`src/rtl/apb_pkg.sv`:
```
`timescale 1ns/1ps
`default_nettype none
// +-----------------------------------------------------------------+
// | apb_pkg : shared APB master types, state encoding and defaults   |
// | Rev 1.0                                                          |
// +-----------------------------------------------------------------+
package apb_pkg;

  localparam int unsigned C_APB_ADDR_W = 32;
  localparam int unsigned C_APB_DATA_W = 32;

  typedef enum logic [1:0] {
    IDLE   = 2'd0,
    SETUP  = 2'd1,
    ACCESS = 2'd2
  } apb_state_e;

  // Request/response bundles at the default widths, for integrators
  typedef struct packed {
    logic                        write;
    logic [C_APB_ADDR_W-1:0]     addr;
    logic [C_APB_DATA_W-1:0]     wdata;
    logic [C_APB_DATA_W/8-1:0]   strb;
  } apb_req_t;

  typedef struct packed {
    logic [C_APB_DATA_W-1:0]     rdata;
    logic                        err;
  } apb_rsp_t;

endpackage
`default_nettype wire

```
`src/rtl/apb_wait_timer.sv`:
```
`timescale 1ns/1ps
`default_nettype none
// +-----------------------------------------------------------------+
// | apb_wait_timer : saturating wait-state counter with abort flag   |
// | Rev 1.0                                                          |
// +-----------------------------------------------------------------+
module apb_wait_timer #(
  parameter int unsigned TIMEOUT = 16
) (
  input  logic clk,
  input  logic rst,
  input  logic clear,
  input  logic count_en,
  output logic expired
);

  localparam int unsigned CNT_W = (TIMEOUT > 0) ? $clog2(TIMEOUT + 1) : 1;

  generate
    if (TIMEOUT > 0) begin : g_enabled
      localparam logic [CNT_W-1:0] C_MAX  = CNT_W'(TIMEOUT);
      localparam logic [CNT_W-1:0] C_LAST = CNT_W'(TIMEOUT - 1);

      logic [CNT_W-1:0] cnt_q;
      logic [CNT_W-1:0] cnt_d;

      always_comb begin
        cnt_d = cnt_q;
        if (clear) begin
          cnt_d = '0;
        end else if (count_en && (cnt_q != C_MAX)) begin
          cnt_d = cnt_q + 1'b1;
        end
      end

      always_ff @(posedge clk) begin
        if (rst) begin
          cnt_q <= '0;
        end else begin
          cnt_q <= cnt_d;
        end
      end

      // Flags the edge on which this increment would make the count reach TIMEOUT
      assign expired = count_en && (cnt_q == C_LAST);
    end else begin : g_disabled
      logic unused_inputs;
      assign unused_inputs = ^{clk, rst, clear, count_en};
      assign expired       = 1'b0;
    end
  endgenerate

endmodule
`default_nettype wire

```
`src/rtl/apb_master_ctrl.sv`:
```
`timescale 1ns/1ps
`default_nettype none
// +-----------------------------------------------------------------+
// | apb_master_ctrl : APB4 master, valid/ready request side          |
// | Rev 1.0                                                          |
// +-----------------------------------------------------------------+
module apb_master_ctrl
  import apb_pkg::*;
#(
  parameter int unsigned ADDR_W  = C_APB_ADDR_W,
  parameter int unsigned DATA_W  = C_APB_DATA_W,
  parameter int unsigned TIMEOUT = 16
) (
  input  logic                PCLK,
  input  logic                PRESET,
  input  logic                req_valid,
  output logic                req_ready,
  input  logic                req_write,
  input  logic [ADDR_W-1:0]   req_addr,
  input  logic [DATA_W-1:0]   req_wdata,
  input  logic [DATA_W/8-1:0] req_strb,
  output logic                rsp_valid,
  output logic [DATA_W-1:0]   rsp_rdata,
  output logic                rsp_err,
  output logic                PSEL,
  output logic                PENABLE,
  output logic                PWRITE,
  output logic [ADDR_W-1:0]   PADDR,
  output logic [DATA_W-1:0]   PWDATA,
  output logic [DATA_W/8-1:0] PSTRB,
  input  logic                PREADY,
  input  logic                PSLVERR,
  input  logic [DATA_W-1:0]   PRDATA
);

  apb_state_e          state_q, state_d;
  logic                req_ready_q, req_ready_d;
  logic                psel_q, psel_d;
  logic                penable_q, penable_d;
  logic                pwrite_q, pwrite_d;
  logic [ADDR_W-1:0]   paddr_q, paddr_d;
  logic [DATA_W-1:0]   pwdata_q, pwdata_d;
  logic [DATA_W/8-1:0] pstrb_q, pstrb_d;
  logic                rsp_valid_q, rsp_valid_d;
  logic [DATA_W-1:0]   rsp_rdata_q, rsp_rdata_d;
  logic                rsp_err_q, rsp_err_d;

  logic w_timer_clear;
  logic w_timer_en;
  logic w_timer_expired;

  apb_wait_timer #(
    .TIMEOUT (TIMEOUT)
  ) u_wait_timer (
    .clk      (PCLK),
    .rst      (PRESET),
    .clear    (w_timer_clear),
    .count_en (w_timer_en),
    .expired  (w_timer_expired)
  );

  always_comb begin
    state_d       = state_q;
    psel_d        = psel_q;
    penable_d     = penable_q;
    pwrite_d      = pwrite_q;
    paddr_d       = paddr_q;
    pwdata_d      = pwdata_q;
    pstrb_d       = pstrb_q;
    rsp_valid_d   = 1'b0;
    rsp_rdata_d   = '0;
    rsp_err_d     = 1'b0;
    w_timer_clear = 1'b0;
    w_timer_en    = 1'b0;

    case (state_q)
      IDLE: begin
        if (req_valid) begin
          paddr_d   = req_addr;
          pwrite_d  = req_write;
          pwdata_d  = req_write ? req_wdata : '0;
          pstrb_d   = req_write ? req_strb : '0;
          psel_d    = 1'b1;
          penable_d = 1'b0;
          state_d   = SETUP;
        end
      end
      SETUP: begin
        penable_d     = 1'b1;
        w_timer_clear = 1'b1;
        state_d       = ACCESS;
      end
      ACCESS: begin
        if (PREADY) begin
          psel_d      = 1'b0;
          penable_d   = 1'b0;
          rsp_valid_d = 1'b1;
          rsp_rdata_d = pwrite_q ? '0 : PRDATA;
          rsp_err_d   = PSLVERR;
          state_d     = IDLE;
        end else begin
          w_timer_en = 1'b1;
          if (w_timer_expired) begin
            psel_d      = 1'b0;
            penable_d   = 1'b0;
            rsp_valid_d = 1'b1;
            rsp_err_d   = 1'b1;
            state_d     = IDLE;
          end
        end
      end
      default: begin
        psel_d    = 1'b0;
        penable_d = 1'b0;
        state_d   = IDLE;
      end
    endcase

    req_ready_d = (state_d == IDLE);
  end

  always_ff @(posedge PCLK) begin
    if (PRESET) begin
      state_q     <= IDLE;
      req_ready_q <= 1'b1;
      psel_q      <= 1'b0;
      penable_q   <= 1'b0;
      pwrite_q    <= 1'b0;
      paddr_q     <= '0;
      pwdata_q    <= '0;
      pstrb_q     <= '0;
      rsp_valid_q <= 1'b0;
      rsp_rdata_q <= '0;
      rsp_err_q   <= 1'b0;
    end else begin
      state_q     <= state_d;
      req_ready_q <= req_ready_d;
      psel_q      <= psel_d;
      penable_q   <= penable_d;
      pwrite_q    <= pwrite_d;
      paddr_q     <= paddr_d;
      pwdata_q    <= pwdata_d;
      pstrb_q     <= pstrb_d;
      rsp_valid_q <= rsp_valid_d;
      rsp_rdata_q <= rsp_rdata_d;
      rsp_err_q   <= rsp_err_d;
    end
  end

  assign req_ready = req_ready_q;
  assign PSEL      = psel_q;
  assign PENABLE   = penable_q;
  assign PWRITE    = pwrite_q;
  assign PADDR     = paddr_q;
  assign PWDATA    = pwdata_q;
  assign PSTRB     = pstrb_q;
  assign rsp_valid = rsp_valid_q;
  assign rsp_rdata = rsp_rdata_q;
  assign rsp_err   = rsp_err_q;

endmodule
`default_nettype wire

```
`config.mk`:
```
export PLATFORM = sky130hd
export DESIGN_NAME = apb_master_ctrl
export DESIGN_NICKNAME = d
export VERILOG_FILES = /design/src/rtl/apb_pkg.sv /design/src/rtl/apb_wait_timer.sv /design/src/rtl/apb_master_ctrl.sv
export SDC_FILE = /design/constraint.sdc
export NUM_CORES = 1
export LEC_CHECK = 0
export BUFFER_PORTS_ARGS = -buffer_cell sky130_fd_sc_hd__buf_2
export CORE_MARGIN = 2
export CORE_UTILIZATION = 46
export CTS_BUF_LIST = sky130_fd_sc_hd__clkbuf_8
export CTS_CLUSTER_SIZE = 14
export DETAILED_ROUTE_END_ITERATION = 10
export PLACE_DENSITY = 0.82
export SLEW_MARGIN = 30
export SYNTH_ARGS = -nofsm -noshare
export SYNTH_HDL_FRONTEND = slang
export SYNTH_SLANG_ARGS = --single-unit
```
`constraint.sdc`:
```
create_clock -name PCLK -period 2 [get_ports PCLK]
set_clock_uncertainty 0.05 [all_clocks]
set_input_delay 0.2 -clock PCLK [delete_from_list [all_inputs] [get_ports PCLK]]
set_output_delay 0.2 -clock PCLK [all_outputs]
set_load 0.02 [all_outputs]
```
# == Word-level counts from Yosys, hierarchy flattened ==
# Cells that the tools add are included.
# word_totals
out_inout_bits,106
elab_cells,50
reg_bits,113
input_bits,106
# op_classes
n_bitwise,3
muxes,18
eq_ne,6
add_sub_neg,1
reduce_logical,10
# ops
op,n
32-bit two-way mux,1
1-bit two-way mux,10
2-bit two-way mux,3
1-bit case mux with 3 select lines,2
2-bit case mux with 3 select lines,1
5-bit by 1-bit adder with 5-bit output (second input constant),1
5-bit by 4-bit == test with 1-bit output (second input constant),1
5-bit inequality test (second input constant),1
2-bit logical NOT,2
4-bit two-way mux,1
2-bit AND reduction,2
2-bit OR reduction,2
4-bit OR reduction,1
3-bit by 2-bit inequality test with 1-bit output (second input constant),1
1-bit NOT,3
3-bit AND reduction,1
2-bit by 1-bit == test with 1-bit output (second input constant),1
2-bit == test (second input constant),1
1-bit logical AND,2
2-bit inequality test (second input constant),1

# == Longest topological paths before layout ==
# logic_depth
ltp_word,7
ltp_mapped,6
mapped_depth_nobuf,6

# == Cells and area by module ==
# Synthesis repeated with hierarchy kept, for this count alone.
# hier_totals
cells_unflattened,432
area_unflattened_um2,3861.2
# by_module_without_submodules
module,area_each_um2,cells_each,seq_area_each_um2,n_inst
apb_master_ctrl,3574.7,401,2162.1,1
apb_wait_timer,286.5,31,100.1,1

# == Worst setup path before layout ==
# No wires, ideal clock.
# synth_path
kind,reg2reg
startpoint,register u_wait_timer.g_enabled.cnt_q[0]
endpoint,"register penable_q, in the netlist PENABLE"
setup_slack_ps,464
stages_incl_launch_ff,7
required_time_ps,1880
period_less_slack_ps,1536
arrival_time_ps,1415
path_buffers,0
setup_ps,70
cell_sequence,dfxtp_1 ha_1 and3_1 ha_1 nor4b_1 o21ai_0 a21oi_1
# synth_via
elab_chain_cells,4
# synth_rtl
item,line_no,text
from (decl),apb_wait_timer.sv:24,logic [CNT_W-1:0] cnt_q;
from (signal assigned),apb_wait_timer.sv:40,cnt_q <= cnt_d;
5-bit by 4-bit == test with 1-bit output,apb_wait_timer.sv:45,assign expired = count_en && (cnt_q == C_LAST);
1-bit logical AND,apb_wait_timer.sv:45,
3-bit by 2-bit inequality test with 1-bit output (no source line),--,
2-bit AND reduction (no source line),--,
to (signal assigned),apb_master_ctrl.sv:139,penable_q <= penable_d;
to (decl),apb_master_ctrl.sv:39,"logic penable_q, penable_d;"
# No other way between the ends.
# A chain may end at the register's enable or synchronous reset.

# == Final worst setup path ==
# Ends and elaborated chain as after synthesis.

==> results.json <==
{
  "drtIter0Drc": 176,
  "placed_area_um2": 4990,
  "setup_viol_count_final": 0,
  "hold_violations": 0,
  "place.detailed.hpwl_um": 6934,
  "buffer_and_inverter_count_on_the_worst_path": 0,
  "relSlewSlack_pct": 55.22,
  "clock_root_buffer": "sky130_fd_sc_hd__clkbuf_8",
  "die_width_um": 97.43,
  "period_minus_slack_ns": 1.688,
  "cp_slowest_cell": "sky130_fd_sc_hd__dfxtp_1",
  "crit_chain": "ha_1, and3_1, ha_1, nor4b_1, o21ai_0, a21oi_1",
  "routed_wl_um": 12570,
  "die_area_um2": 9492,
  "worst_pin_slew_ns": 0.6717,
  "timing.final.crit_share_pct": 84.38,
  "postSynthAreaPerCell_um2": 9.251,
  "postCtsSetupBuffers": 0,
  "final_layout_size_suffix_gt1_share_pct": 34.55,
  "critical_path_class": "reg2reg",
  "worstSetupStartpointType": "flip-flop",
  "detail_route.vias_per_cell": 4.943,
  "gr-total-overflow": 0,
  "layout-area-overhead-vs-synth_pct": 57.09,
  "route.detailed.drc": 0,
  "grt_start_max_net_pins": 70,
  "synth_cells": 434,
  "combined_global_route_utilization_of_all_metal_layers_pct": 25.78,
  "static_leakage_uw": 0.002979,
  "clkLatencyLatePin_ns": 0.41,
  "clock_tree.htree_level_count": 4,
  "cp_data_arrival_time_ns": 1.99,
  "endpoint_kind_of_the_worst_setup_timing_path": "flip-flop",
  "achievable-frequency_mhz": 592.5,
  "final_antenna_net_count": 0,
  "sum_neg_setup_slack_ns": 0,
  "synth_largest_area_cell": "sky130_fd_sc_hd__dfxtp_1",
  "gp_congestion": 0.8452,
  "synth.net_count": 543,
  "hold_ws_ns": 0.02175,
  "netlist.area_leader.share_pct": 56.34,
  "post_synth_instance_area_um2": 4015,
  "timing.hold.worst.class": "in2reg",
  "antenna_found_initial": 0,
  "layout.cell_area.non_filler_um2": 6307,
  "drv_cap": 0,
  "final_critical_path_setup_slack_ns": 0.3123,
  "ir_worst_vdd_v": 0.0004948,
  "tritoncts": "yes",
  "route.vias.total": 4182,
  "ys.warnings.count": 0,
  "timing.critical_path.required_ns": 2.30,
  "clock_sinks": 113,
  "report.final.slew_viol_count": 0,
  "place.port_buffers": 211,
  "avgRoutedWirePerCell_um": 14.85,
  "grt_pass1_wl_um": 19820,
  "number_of_diodes": 0,
  "clockBufferDepth": 2,
  "cpPeakStageDelay_ns": 0.34,
  "nNetsFinal": 834,
  "preCtsSetupSlack_ns": 0.3316,
  "start_util_pct": 46.72,
  "post_synth_num_cell_types": 36,
  "most_frequent_cell_on_the_critical_path": "sky130_fd_sc_hd__ha_1",
  "drt-pass1-iter-count": 7,
  "rsz0062_at_grt": "no",
  "synth.ff_latch_count": 113,
  "die_height_um": 97.43,
  "status": "finished, final reports clean",
  "worstPathMaxFanout": 4,
  "synth.area.top_cells": "sky130_fd_sc_hd__dfxtp_1, sky130_fd_sc_hd__nand2_1, sky130_fd_sc_hd__a21oi_1",
  "design.portCount": 212,
  "cts_made_buffers": 17,
  "critical_path.top_delay_family": "simple AND/OR/NAND/NOR gates",
  "clk_pin_slew_ns": 0.08,
  "first_global_vias": 4228,
  "synth-seq-area-share_pct": 56.34,
  "rows": 34,
  "cellPowerDensity_nw_per_um2": 848.2,
  "core_region_area_um2": 8593
}
## final cells by class
class                           count  area (um^2)
Inverter                            4        15.01
Clock buffer                       17        234.0
Tap cell                          108        135.1
Fill cell                         585         2286
Sequential cell                   113         2262
Multi-Input combinational cell    283         1459
Timing Repair Buffer              306         2019
Clock inverter                     15        182.7
## worst min-delay path: stages
cell and delay [ns]:
sky130_fd_sc_hd__buf_2 0.10, sky130_fd_sc_hd__nand3_1 0.07, sky130_fd_sc_hd__a21oi_1 0.06
## metal layers
layer | share of wire, % | global-route usage [%]
met1 | 37 | 26.59
met2 | 54 | 48.49
met3 | 5.8 | 6.978
met4 | 3.4 | 11.11
met5 | 0 | 0
## worst paths after layout
path / start / end / slack (ns) / cells after the start
max: u_wait_timer.g_enabled.cnt_q[0] / PENABLE / 0.31 / 6
min reg2reg: PWDATA[11] / PWDATA[11] / 0.40 / 2
min: req_wdata[20] / PWDATA[20] / 0.02 / 3
max reg2reg: u_wait_timer.g_enabled.cnt_q[0] / PENABLE / 0.31 / 6
## logic make-up (layout without fill, tap and decap cells)
| logic type | count (synthesis) | count (layout) | share of synthesized area (%) |
|---|---|---|---|
| muxes | 3 | 3 | 0.7479 |
| and+or+nand+nor | 196 | 196 | 23.93 |
| buffers and inverters | 38 | 342 | 7.323 |
| AOI/OAI and AO/OA | 81 | 81 | 10.72 |
| DFF | 113 | 113 | 56.34 |
| adders and majority gates | 3 | 3 | 0.9350 |
## stage by stage
| stage | power [uW] | utilization [%] | std cells |
|---|---|---|---|
| 4_1_cts | 5347 | 73.40 | 846 |
| 3_3_place_gp | 2976 | 58.07 | 724 |
| 2_1_floorplan | 2804 | - | 434 |
| 3_5_place_dp | 2993 | 58.07 | 724 |
| 6_report | 5350 | 73.40 | 846 |
| 5_1_grt | 5551 | 73.40 | 846 |
## power breakdown
group / internal [uW] / leakage, uW / switching, uW / total [uW]
Combinational: 329 / 0.00186 / 386 / 715
Sequential: 2340 / 0.000920 / 50.2 / 2390
Clock: 1250 / 0.000200 / 999 / 2250
## flip-flops by register name (all words and copies together) (netlist names)
name                          cells
PADDR                            32
PWDATA                           32
rsp_rdata                        32
u_wait_timer.g_enabled.cnt_q      5
PSTRB                             4
state_q                           2
PENABLE                           1
PSEL                              1
PWRITE                            1
req_ready                         1
rsp_err                           1
rsp_valid                         1
## cell usage in the layout (no fill, tap or decap), drive strengths merged, types with 3 or more instances in the layout
cell type,count
nor3,3
clkbuf,17
bufinv,3
and2,32
buf,216
a21oi,73
clkinvlp,4
nor2,6
clkinv,3
inv,9
mux2i,3
nand3,41
nand2,102
dlygate4sd3,90
ha,3
dfxtp,113
## cell usage after synthesis, drive strengths merged
cell type / n
o31ai: 1
nand3: 41
nor3: 3
o211ai: 1
or3b: 1
and4bb: 1
o211a: 2
nor4bb: 1
o31a: 1
nor4: 1
nand2: 102
a21oi: 73
ha: 3
nand2b: 2
inv: 4
nor2: 6
and2: 32
nor4b: 2
a21boi: 1
buf: 21
o21ai: 2
nor3b: 2
or2b: 1
and3: 1
dfxtp: 113
mux2i: 3
clkbuf: 13
## timing repair
| item | CTS | global route |
|---|---|---|
| endpoints found under the hold margin | 90 | 0 |
| hold buffers | 90 | 0 |
| endpoints found under the setup margin | 0 | 0 |
| resized for setup | 0 | 0 |
No activity file was read; power rests on OpenSTA's default activity.
